===== config.mk =====
export PLATFORM = sky130hd
export DESIGN_NAME = pdm_cic_decimator
export DESIGN_NICKNAME = d
export VERILOG_FILES = /design/src/rtl/pdm_cic_decimator.sv
export SDC_FILE = /design/constraint.sdc
export NUM_CORES = 1
export LEC_CHECK = 0
export BUFFER_PORTS_ARGS = -buffer_cell sky130_fd_sc_hd__buf_2
export CORE_AREA = 2 2 206 208
export DETAILED_ROUTE_END_ITERATION = 8
export DIE_AREA = 0 0 208 210
export GPL_ROUTABILITY_DRIVEN = 0
export PLACE_DENSITY = 0.68
export SLEW_MARGIN = 20
export SYNTH_ARGS = -nofsm -noshare
export SYNTH_HDL_FRONTEND = slang
export SYNTH_SLANG_ARGS = --single-unit

===== constraint.sdc =====
create_clock -name clk -period 7.1 [get_ports clk]
set_input_delay 0.71 -clock clk [delete_from_list [all_inputs] [get_ports clk]]
set_output_delay 0.71 -clock clk [all_outputs]
set_load 0.02 [all_outputs]

===== src/rtl/pdm_cic_decimator.sv =====
// Stereo PDM receiver with a 3rd-order CIC decimator per channel.
// Channel 0 samples on pdm_clk rising edges, channel 1 on falling edges; one PCM pair per DEC periods.
module pdm_cic_decimator #(
  parameter int DEC   = 64,
  parameter int OUT_W = 2 + 3 * $clog2(DEC)
) (
  input  logic                    clk,
  input  logic                    rst,
  input  logic                    pdm_clk,
  input  logic                    pdm_data,
  output logic signed [OUT_W-1:0] out_ch0,
  output logic signed [OUT_W-1:0] out_ch1,
  output logic                    out_valid,
  input  logic                    out_ready,
  output logic                    overrun,
  input  logic                    ovr_clr
);

  localparam int CNT_W = $clog2(DEC);

  typedef enum logic [1:0] {
    S_IDLE,
    S_COMB,
    S_PUSH
  } state_t;

  // PDM bit to +1 / -1 at full CIC width.
  function automatic logic signed [OUT_W-1:0] pdm_to_pcm(input logic b);
    logic signed [OUT_W-1:0] v;
    v = b ? {{(OUT_W-1){1'b0}}, 1'b1} : {OUT_W{1'b1}};
    return v;
  endfunction

  // Input synchronisers; data_d1 is aligned with clk_d1, the cycle the edge is detected.
  logic pclk_d1_q, pclk_d2_q;
  logic pdat_d1_q;
  logic rise, fall;

  always_ff @(posedge clk or negedge rst) begin
    if (!rst) begin
      pclk_d1_q <= 1'b0;
      pclk_d2_q <= 1'b0;
      pdat_d1_q <= 1'b0;
    end else begin
      pclk_d1_q <= pdm_clk;
      pclk_d2_q <= pclk_d1_q;
      pdat_d1_q <= pdm_data;
    end
  end

  assign rise = pclk_d1_q & ~pclk_d2_q;
  assign fall = ~pclk_d1_q & pclk_d2_q;

  logic signed [OUT_W-1:0] x_smp;
  assign x_smp = pdm_to_pcm(pdat_d1_q);

  // Integrators: arithmetic wraps modulo 2^OUT_W, which the combs undo exactly.
  logic signed [OUT_W-1:0] i0_1_q, i0_2_q, i0_3_q;
  logic signed [OUT_W-1:0] i1_1_q, i1_2_q, i1_3_q;

  always_ff @(posedge clk or negedge rst) begin
    if (!rst) begin
      i0_1_q <= '0;
      i0_2_q <= '0;
      i0_3_q <= '0;
    end else if (rise) begin
      i0_1_q <= i0_1_q + x_smp;
      i0_2_q <= i0_2_q + i0_1_q;
      i0_3_q <= i0_3_q + i0_2_q;
    end
  end

  always_ff @(posedge clk or negedge rst) begin
    if (!rst) begin
      i1_1_q <= '0;
      i1_2_q <= '0;
      i1_3_q <= '0;
    end else if (fall) begin
      i1_1_q <= i1_1_q + x_smp;
      i1_2_q <= i1_2_q + i1_1_q;
      i1_3_q <= i1_3_q + i1_2_q;
    end
  end

  // Decimation counter runs on channel-1 (falling-edge) events.
  logic [CNT_W-1:0] cnt_q, cnt_d;
  logic             wrap;

  assign wrap  = fall && (cnt_q == CNT_W'(DEC - 1));
  assign cnt_d = fall ? (cnt_q + CNT_W'(1)) : cnt_q;

  always_ff @(posedge clk or negedge rst) begin
    if (!rst) cnt_q <= '0;
    else      cnt_q <= cnt_d;
  end

  state_t state_q, state_d;
  logic   comb_en, push_en;

  always_ff @(posedge clk or negedge rst) begin
    if (!rst) state_q <= S_IDLE;
    else      state_q <= state_d;
  end

  always_comb begin
    state_d = state_q;
    comb_en = 1'b0;
    push_en = 1'b0;
    case (state_q)
      S_IDLE: if (wrap) state_d = S_COMB;
      S_COMB: begin
        comb_en = 1'b1;
        state_d = S_PUSH;
      end
      S_PUSH: begin
        push_en = 1'b1;
        state_d = S_IDLE;
      end
      default: state_d = S_IDLE;
    endcase
  end

  // Comb section at the decimated rate: three first differences with unit delay.
  logic signed [OUT_W-1:0] dl0_1_q, dl0_2_q, dl0_3_q, res0_q;
  logic signed [OUT_W-1:0] dl1_1_q, dl1_2_q, dl1_3_q, res1_q;
  logic signed [OUT_W-1:0] c0_1, c0_2, c0_3;
  logic signed [OUT_W-1:0] c1_1, c1_2, c1_3;

  assign c0_1 = i0_3_q - dl0_1_q;
  assign c0_2 = c0_1 - dl0_2_q;
  assign c0_3 = c0_2 - dl0_3_q;
  assign c1_1 = i1_3_q - dl1_1_q;
  assign c1_2 = c1_1 - dl1_2_q;
  assign c1_3 = c1_2 - dl1_3_q;

  always_ff @(posedge clk or negedge rst) begin
    if (!rst) begin
      dl0_1_q <= '0;
      dl0_2_q <= '0;
      dl0_3_q <= '0;
      res0_q  <= '0;
      dl1_1_q <= '0;
      dl1_2_q <= '0;
      dl1_3_q <= '0;
      res1_q  <= '0;
    end else if (comb_en) begin
      dl0_1_q <= i0_3_q;
      dl0_2_q <= c0_1;
      dl0_3_q <= c0_2;
      res0_q  <= c0_3;
      dl1_1_q <= i1_3_q;
      dl1_2_q <= c1_1;
      dl1_3_q <= c1_2;
      res1_q  <= c1_3;
    end
  end

  // Output register, handshake and overrun; the first three pairs are comb warm-up.
  logic [1:0]              settle_q, settle_d;
  logic                    vld_q, vld_d;
  logic                    ovr_q, ovr_d;
  logic signed [OUT_W-1:0] out0_q, out1_q;
  logic                    keep, pending;

  assign keep     = push_en && (settle_q == 2'd3);
  assign pending  = vld_q && !out_ready;
  assign settle_d = (push_en && (settle_q != 2'd3)) ? (settle_q + 2'd1) : settle_q;
  assign vld_d    = keep ? 1'b1 : pending;
  assign ovr_d    = (keep && pending) ? 1'b1 : (ovr_clr ? 1'b0 : ovr_q);

  always_ff @(posedge clk or negedge rst) begin
    if (!rst) begin
      settle_q <= '0;
      vld_q    <= 1'b0;
      ovr_q    <= 1'b0;
      out0_q   <= '0;
      out1_q   <= '0;
    end else begin
      settle_q <= settle_d;
      vld_q    <= vld_d;
      ovr_q    <= ovr_d;
      if (keep) begin
        out0_q <= res0_q;
        out1_q <= res1_q;
      end
    end
  end

  assign out_ch0   = out0_q;
  assign out_ch1   = out1_q;
  assign out_valid = vld_q;
  assign overrun   = ovr_q;

endmodule


==> impl_metrics.tcl, run 1 <==
set metrics [dict create \
    hold_viol 0 \
    clock-sinks 335 \
    synth-seq-cells 335 \
    final_cell_mix "nand2_1, dfrtp_1, o21ai_0" \
    grt_max_degree 156 \
    timing.max_cap.violations 0 \
    wl_per_cell_um 13.15 \
    dieArea_sq_um 43680 \
    syn-instance-count 2430 \
    drt-total-wl_um 39780 \
    reg2reg_slack_ns 0.92 \
    ys.flop_type "dfrtp_1" \
    cts_resized 0 \
    multi_input_area_sq_um 12720 \
    relSlewSlack_pct 35.30 \
    first_pass_iters 5 \
    crit_path_start_kind "register" \
    synthArstFlopShare_pct 100.0 \
    synth_largest_area_cell "dfrtp_1" \
    slew_violations 0 \
    cts_setup_buffers 0 \
    finClkSkew_ns 0.01073 \
    area_growth_pct 9.374 \
    grt_pass1_vias 15630 \
    root_buffer "clkbuf_16" \
    tns_ns 0 \
    grt_usage_pct 18.69 \
    vias 16100 \
    status "finished clean" \
    n_antenna_cell 0 \
    synth.distinct_cells 63 \
    clk_pin_slew_ns 0.06 \
    dpl_cell_area_sq_um 22790 \
    insertion_delay_ns 0.54 \
    fin_area_sq_um 24100 \
    fin_nets 2705 \
    core_sq_um 41480 \
    setup_viol 0 \
    cpMostUsedCell "a21o_1" \
    drc 0 \
    fmaxAchievable_ghz 0.1619 \
    place.detailed.hpwl_um 28520 \
    period_share_pct 87.00 \
    io_buffers 47 \
    antenna_found_initial 0 \
    avgSynthCellArea_sq_um 9.068 \
    final_common_cell "nand2_1" \
    cts_tree "done" \
    hold_buffers 0 \
    grt_pass1_wl_um 71080 \
    routed_via_density 5.323 \
    drtIter0Drc 777 \
    min_period_ns 6.177 \
    yosysWarnings 0 \
    worst_slew_pin_slew_ns 0.9706 \
    cts_buffers 39 \
    grt-ovfl-total 0 \
    die_y_um 210 \
    io_pins 48 \
    synth_nets 2676 \
    h-tree-depth 2 \
    hold_path.class "input pin to asynchronous set/reset pin" \
    initial_utilization_pct 53.13 \
    ant_nets 0 \
    cp_slowest_stage_delay_ns 0.62 \
    synth_area_leaders "dfrtp_1, ha_1, o21ai_0" \
    drive_gt1_share_pct 8.126 \
    crit_type "register to register" \
    cts_buffer_depth 3 \
    nFillCells 3522 \
    rsz0062_at_grt "false" \
    num_rows 75 \
    synth_edf_count 0 \
    regArea_sq_um 8383 \
    end_kind "register" \
    worst-endpoint-required_ns 7.49 \
    path_max_fanout 6 \
    syn_area_sq_um 22040 \
    synth.yosys.seq_area_share_pct 38.04 \
    synth_top_cell_area_share_pct 38.04 \
    fp.dieW_um 208 \
    cp_slowest_cell "a2111oi_0" \
    arrival_ns 6.57 \
]
==> final cells by class <==
class                           count  share of cell area, %
Clock inverter                     14                 0.7683
Sequential cell                   335                  34.78
Tap cell                          539                  2.798
Clock buffer                       54                  4.662
Timing Repair Buffer               54                  1.287
Multi-Input combinational cell   1843                  52.80
Inverter                          186                  2.907
==> layer usage <==
layer / routed length (um) / global-route usage, % / vias to the layer above
met5: 0 / 0 / -
met4: 810 / 4.769 / 0
met3: 1063 / 2.577 / 58
met2: 17890 / 31.41 / 175
met1: 20010 / 25.61 / 7314
li1: - / - / 8556
==> path summary, 6_finish.rpt <==
kind,from,cells after the start,to
max in group asynchronous,rst,2,pdat_d1_q$_DFF_PN0_
worst min-delay path,rst,1,out_ch1[2]$_DFFE_PN0P_
worst max-delay path,i1_3_q[0]$_DFFE_PN0P_,29,res1_q[19]$_DFFE_PN0N_
worst max register to register,i1_3_q[0]$_DFFE_PN0P_,29,res1_q[19]$_DFFE_PN0N_
worst min register to register,res0_q[1]$_DFFE_PN0N_,2,res0_q[1]$_DFFE_PN0N_
min in group clk,pdm_clk,1,pclk_d1_q$_DFF_PN0_
==> cells by family (layout without fill, tap and decap cells) <==
family	count (synthesis)	count (layout)	synth area share [%]
AO/OA/AOI/OAI	719	719	19.69
AND/OR/NAND/NOR	611	611	12.24
flip-flops	335	335	38.04
buffers and inverters	252	308	4.293
adder cells (fa/ha/maj)	240	240	14.04
XOR/XNOR	209	209	8.432
multiplexers	64	64	3.270
==> cell usage after synthesis, types with 5 or more instances <==
library cell,count
o21bai_1,23
or3_1,9
a21boi_0,11
o21ai_0,303
a31oi_1,23
inv_1,185
o21a_1,9
buf_1,6
o31ai_1,29
clkbuf_1,60
nor4_1,6
nand3_1,25
ha_1,228
fa_1,12
nor2b_1,16
a211oi_1,22
xnor2_1,124
nand2b_1,45
nand2_1,359
a21oi_1,141
and3_1,15
a21o_1,97
o22ai_1,9
dfrtp_1,335
nor2_1,68
o41ai_1,7
nand4_1,11
and2_1,5
nor3_1,32
or2_2,13
a41o_1,6
mux2_2,64
xor2_1,83
==> sequential cells by signal (all words and copies together), names as in the netlist, 6 cells and up <==
name,cells
i1_1_q,20
out_ch0,20
out_ch1,20
dl1_2_q,20
dl0_3_q,20
i0_2_q,20
dl0_1_q,20
i1_2_q,20
res1_q,20
dl1_3_q,20
res0_q,20
cnt_q,6
i1_3_q,20
i0_1_q,20
i0_3_q,20
dl0_2_q,20
dl1_1_q,20
==> through the flow <==
stage	util, %	hold slack (ns)	cells	setup WS (ns)
2_1_floorplan	-	0.3876	2430	1.614
3_3_place_gp	54.95	0.4532	2957	1.003
3_5_place_dp	54.95	0.4592	2957	0.8471
4_1_cts	58.11	0.2513	3025	0.8596
5_1_grt	58.11	0.2561	3025	0.4001
6_report	58.11	0.2496	3025	0.9229
==> worst max-delay path: cells and delay by family, from the launching register on <==
kind,cells,cell delay [ns]
flops,1,0.38
xor+xnor,3,0.49
compound gates,16,3.28
buf+inv,2,0.14
simple gates,4,0.55
fa+ha+maj,4,1.17
Power of run 1 is not shown: default switching activity piles up to over one toggle a cycle in this logic, so the estimate is an artifact.
==> run 2: changes to the inputs <==
Settings changed: RECOVER_POWER set to 50.
==> run 2 against run 1 <==
Against the previous run:
- the flow now finishes with violations (capacitance limit, slew limit)
- worst hold slack improved by 0.029 ns
- final cell count unchanged
- wire length about the same
- final area decreased by 0.36%
- critical path type unchanged
- critical endpoint unchanged
- highest routed layer unchanged
==> impl_metrics.tcl, run 2 (synthesis results as in run 1) <==
set metrics [dict create \
    cpMostUsedCell "a21o_1" \
    io_buffers 47 \
    drive_gt1_share_pct 6.154 \
    violations "capacitance limit, slew limit" \
    hold_viol 0 \
    setup_viol 0 \
    timing.max_cap.violations 6 \
    h-tree-depth 2 \
    cp_top_family "compound AO/OA/AOI/OAI gates" \
    clk_pin_slew_ns 0.06 \
    period_share_pct 88.24 \
    crit_path_start_kind "register" \
    antenna_found_initial 0 \
    status "finished with violations" \
    path_buf_inv 2 \
    utilization_pct 57.90 \
    root_buffer "clkbuf_16" \
    cts_resized 0 \
    dieArea_sq_um 43680 \
    cts_setup_buffers 0 \
    insertion_delay_ns 0.54 \
    fp.dieW_um 208 \
    grt_max_degree 156 \
    arrival_ns 6.57 \
    hold_buffers 0 \
    routed_via_density 5.329 \
    slew_violations 521 \
    num_rows 75 \
    hold_path.class "input pin to register" \
    grt_usage_pct 18.69 \
    final_cell_mix "nand2_1, dfrtp_1, o21ai_0" \
    drc 0 \
    worst-endpoint-required_ns 7.40 \
    cts_buffers 39 \
    cts_buffer_depth 3 \
    core_sq_um 41480 \
    area_growth_pct 8.977 \
    path_max_fanout 6 \
    ant_nets 0 \
    initial_utilization_pct 53.13 \
    cp_slowest_stage_delay_ns 0.62 \
    grt_pass1_vias 15630 \
    tns_ns 0 \
    grt_pass1_wl_um 71080 \
    worst_slew_pin_slew_ns 5.333 \
    vias 16120 \
    place.detailed.hpwl_um 28520 \
    final_common_cell "nand2_1" \
    nFillCells 3562 \
    cts_tree "done" \
    first_pass_iters 5 \
    die_y_um 210 \
    cp_slowest_cell "a2111oi_0" \
    drt-total-wl_um 39780 \
    n_antenna_cell 0 \
    drtIter0Drc 801 \
    fin_nets 2705 \
    rsz0062_at_grt "false" \
    grt-ovfl-total 0 \
    end_kind "register" \
    fmaxAchievable_ghz 0.1596 \
    crit_type "register to register" \
    finClkSkew_ns 0.01091 \
    relSlewSlack_pct -255.5 \
    clock-sinks 335 \
    io_pins 48 \
    min_period_ns 6.265 \
    wl_per_cell_um 13.15 \
]
-- run 2: cell types whose count changed in the layout (fill, tap and decap cells not counted), sizes merged --
cell and change:
buf -47, clkbuf +46, clkdlybuf4s25 +1
-- run 2: worst reg2reg max path: cells and delay by family, from the launching register on --
family,cells,cell delay (ns)
adders and majority gates,4,1.17
and+or+nand+nor,4,0.55
buffers and inverters,2,0.14
AOI/OAI and AO/OA,16,3.28
xor gates and xnor gates,3,0.49
DFF,1,0.38
-- run 2: metrics by stage --
step | instance area [sq um] | worst slack (ns) | hold slack, ns | cells
final | 24010 | 0.8347 | 0.2790 | 3025
after global routing | 24010 | 0.2863 | 0.2561 | 3025
after CTS | 24100 | 0.8596 | 0.2513 | 3025
after detailed placement | 22790 | 0.8471 | 0.4592 | 2957
after global placement | 22790 | 1.003 | 0.4532 | 2957
after floorplan | 22040 | 1.614 | 0.3876 | 2430
-- run 2: cell type report --
| type | instances | area (sq um) | area share (%) |
|---|---|---|---|
| clock buffers | 54 | 1124 | 4.679 |
| flip-flops and latches | 335 | 8383 | 34.91 |
| multi-input cells | 1843 | 12710 | 52.93 |
| repair buffers | 54 | 237.7 | 0.9899 |
| well taps | 539 | 674.4 | 2.808 |
| clock inverters | 14 | 185.2 | 0.7711 |
| inverters | 186 | 700.7 | 2.918 |
-- run 2: per-layer routing --
metal	up-vias	track usage, %	routed length (um)
li1	8563	-	-
met1	7319	25.61	19920
met2	179	31.41	17910
met3	58	2.577	1143
met4	0	4.769	806
met5	-	0	0
-- run 2: final timing paths --
| path | startpoint | endpoint | slack, ns | depth (start not counted) |
|---|---|---|---|---|
| max in group asynchronous | rst | out_ch0[16]$_DFFE_PN0P_ | 1.73 | 1 |
| setup reg to reg | i1_3_q[0]$_DFFE_PN0P_ | res1_q[19]$_DFFE_PN0N_ | 0.83 | 29 |
| hold reg to reg | pclk_d1_q$_DFF_PN0_ | pclk_d2_q$_DFF_PN0_ | 0.42 | 0 |
| setup / recovery | i1_3_q[0]$_DFFE_PN0P_ | res1_q[19]$_DFFE_PN0N_ | 0.83 | 29 |
| hold / removal | pdm_clk | pclk_d1_q$_DFF_PN0_ | 0.28 | 1 |
| min in group asynchronous | rst | out_ch1[2]$_DFFE_PN0P_ | 2.36 | 1 |
Power of run 2 is left out for the same reason.
==> run 3: changes to the inputs <==
Settings changed: CAP_MARGIN set to 20, PLACE_DENSITY 0.68 to 0.73, RECOVER_POWER 50 to unset.
==> run 3 against run 2 <==
Against the previous run:
- the flow now finishes without violations
- core utilization increased by 0.17 points
- first-iteration DRC count is 13% higher
- worst setup slack better by 0.0046 ns
- sequential share of layout area down 0.10 points
- final area rose by 0.29%
- maximum frequency is essentially flat
- clock skew rose by 0.00073 ns
- via count up 1.6%
- register-to-register slack about the same
- critical path type unchanged
- critical endpoint unchanged
- highest routed layer unchanged
==> impl_metrics.tcl, run 3 (synthesis results as in run 1) <==
set metrics [dict create \
    end_kind "register" \
    final_common_cell "nand2_1" \
    drt-total-wl_um 40470 \
    cpMostUsedCell "a21o_1" \
    hold_viol 0 \
    grt_pass1_wl_um 71990 \
    antenna_found_initial 0 \
    reg2reg_slack_ns 0.84 \
    cp_slowest_stage_delay_ns 0.68 \
    wl_met1_um 19540 \
    arrival_ns 6.64 \
    n_antenna_cell 0 \
    timing.max_cap.violations 0 \
    path_max_fanout 6 \
    fin_nets 2704 \
    place.detailed.hpwl_um 29190 \
    status "finished clean" \
    final_cell_mix "nand2_1, dfrtp_1, o21ai_0" \
    initial_utilization_pct 53.13 \
    vias 16380 \
    ant_nets 0 \
    nFillCells 3433 \
    fp.dieW_um 208 \
    insertion_delay_ns 0.53 \
    io_buffers 47 \
    root_buffer "clkbuf_16" \
    grt-ovfl-total 0 \
    slew_violations 0 \
    hold_buffers 0 \
    relSlewSlack_pct 34.71 \
    rsz0062_at_grt "false" \
    crit_path_start_kind "register" \
    wl_met2_um 19060 \
    h-tree-depth 2 \
    wl_met3_um 943 \
    tns_ns 0 \
    first_pass_iters 5 \
    cts_setup_buffers 0 \
    highest_layer "met4" \
    finClkSkew_ns 0.01164 \
    min_period_ns 6.261 \
    grt_usage_pct 18.81 \
    utilization_pct 58.06 \
    cts_buffer_depth 3 \
    area_growth_pct 9.289 \
    setup_viol 0 \
    die_y_um 210 \
    cp_slowest_cell "a2111oi_0" \
    io_pins 48 \
    wl_per_cell_um 13.38 \
    drive_gt1_share_pct 8.206 \
    grt_max_degree 194 \
    drc 0 \
    worst_slew_pin_slew_ns 0.9793 \
    clock-sinks 335 \
    grt_pass1_vias 16200 \
    drtIter0Drc 906 \
    core_sq_um 41480 \
    period_share_pct 88.18 \
    clk_pin_slew_ns 0.06 \
    cts_tree "done" \
    cts_buffers 38 \
    worst-endpoint-required_ns 7.48 \
    hold_path.class "input pin to asynchronous set/reset pin" \
    routed_via_density 5.416 \
    cts_resized 0 \
    dieArea_sq_um 43680 \
    fmaxAchievable_ghz 0.1597 \
    num_rows 75 \
    crit_type "register to register" \
]
run 3: layer usage:
layer / GRT usage [%] / vias to the layer above
li1: - / 8537
met1: 24.04 / 7595
met2: 33.25 / 181
met3: 2.414 / 70
met4: 5.967 / 0
met5: 0 / -
run 3: worst max-delay path: cells and delay by family, from the launching register on:
family	cells	cell delay [ns]
buf+inv	3	0.22
simple gates	3	0.44
xor+xnor	3	0.48
flops	1	0.39
compound gates	16	3.41
fa+ha+maj	4	1.18
run 3: worst paths after layout:
path | from | endpoint | cells after the start
max | i1_3_q[0]$_DFFE_PN0P_ | res1_q[19]$_DFFE_PN0N_ | 29
min | rst | i1_1_q[7]$_DFFE_PN0P_ | 1
max reg2reg | i1_3_q[0]$_DFFE_PN0P_ | res1_q[19]$_DFFE_PN0N_ | 29
min reg2reg | res0_q[1]$_DFFE_PN0N_ | res0_q[1]$_DFFE_PN0N_ | 2
max in group asynchronous | rst | dl0_3_q[16]$_DFFE_PN0N_ | 3
min in group clk | pdm_data | pdat_d1_q$_DFF_PN0_ | 1
run 3: area by class of cell:
type	count	area, sq um	area share (%)
Multi-Input combinational cell	1843	12730	52.85
Sequential cell	335	8383	34.81
Clock buffer	52	1117	4.639
Inverter	186	703.2	2.920
Tap cell	539	674.4	2.800
Timing Repair Buffer	54	334.1	1.387
Clock inverter	16	143.9	0.5975
run 3: per-stage QoR:
| stage | setup slack, ns | cells | hold slack, ns | cell area [sq um] |
|---|---|---|---|---|
| after CTS | 0.8483 | 3024 | 0.1095 | 24050 |
| after detailed placement | 0.8667 | 2956 | 0.4659 | 22790 |
| after floorplan | 1.614 | 2430 | 0.3876 | 22040 |
| after global routing | 0.3157 | 3025 | 0.1304 | 24080 |
| final | 0.8393 | 3025 | 0.1055 | 24080 |
| after global placement | 1.006 | 2956 | 0.4546 | 22790 |
Power of run 3 is left out for the same reason.
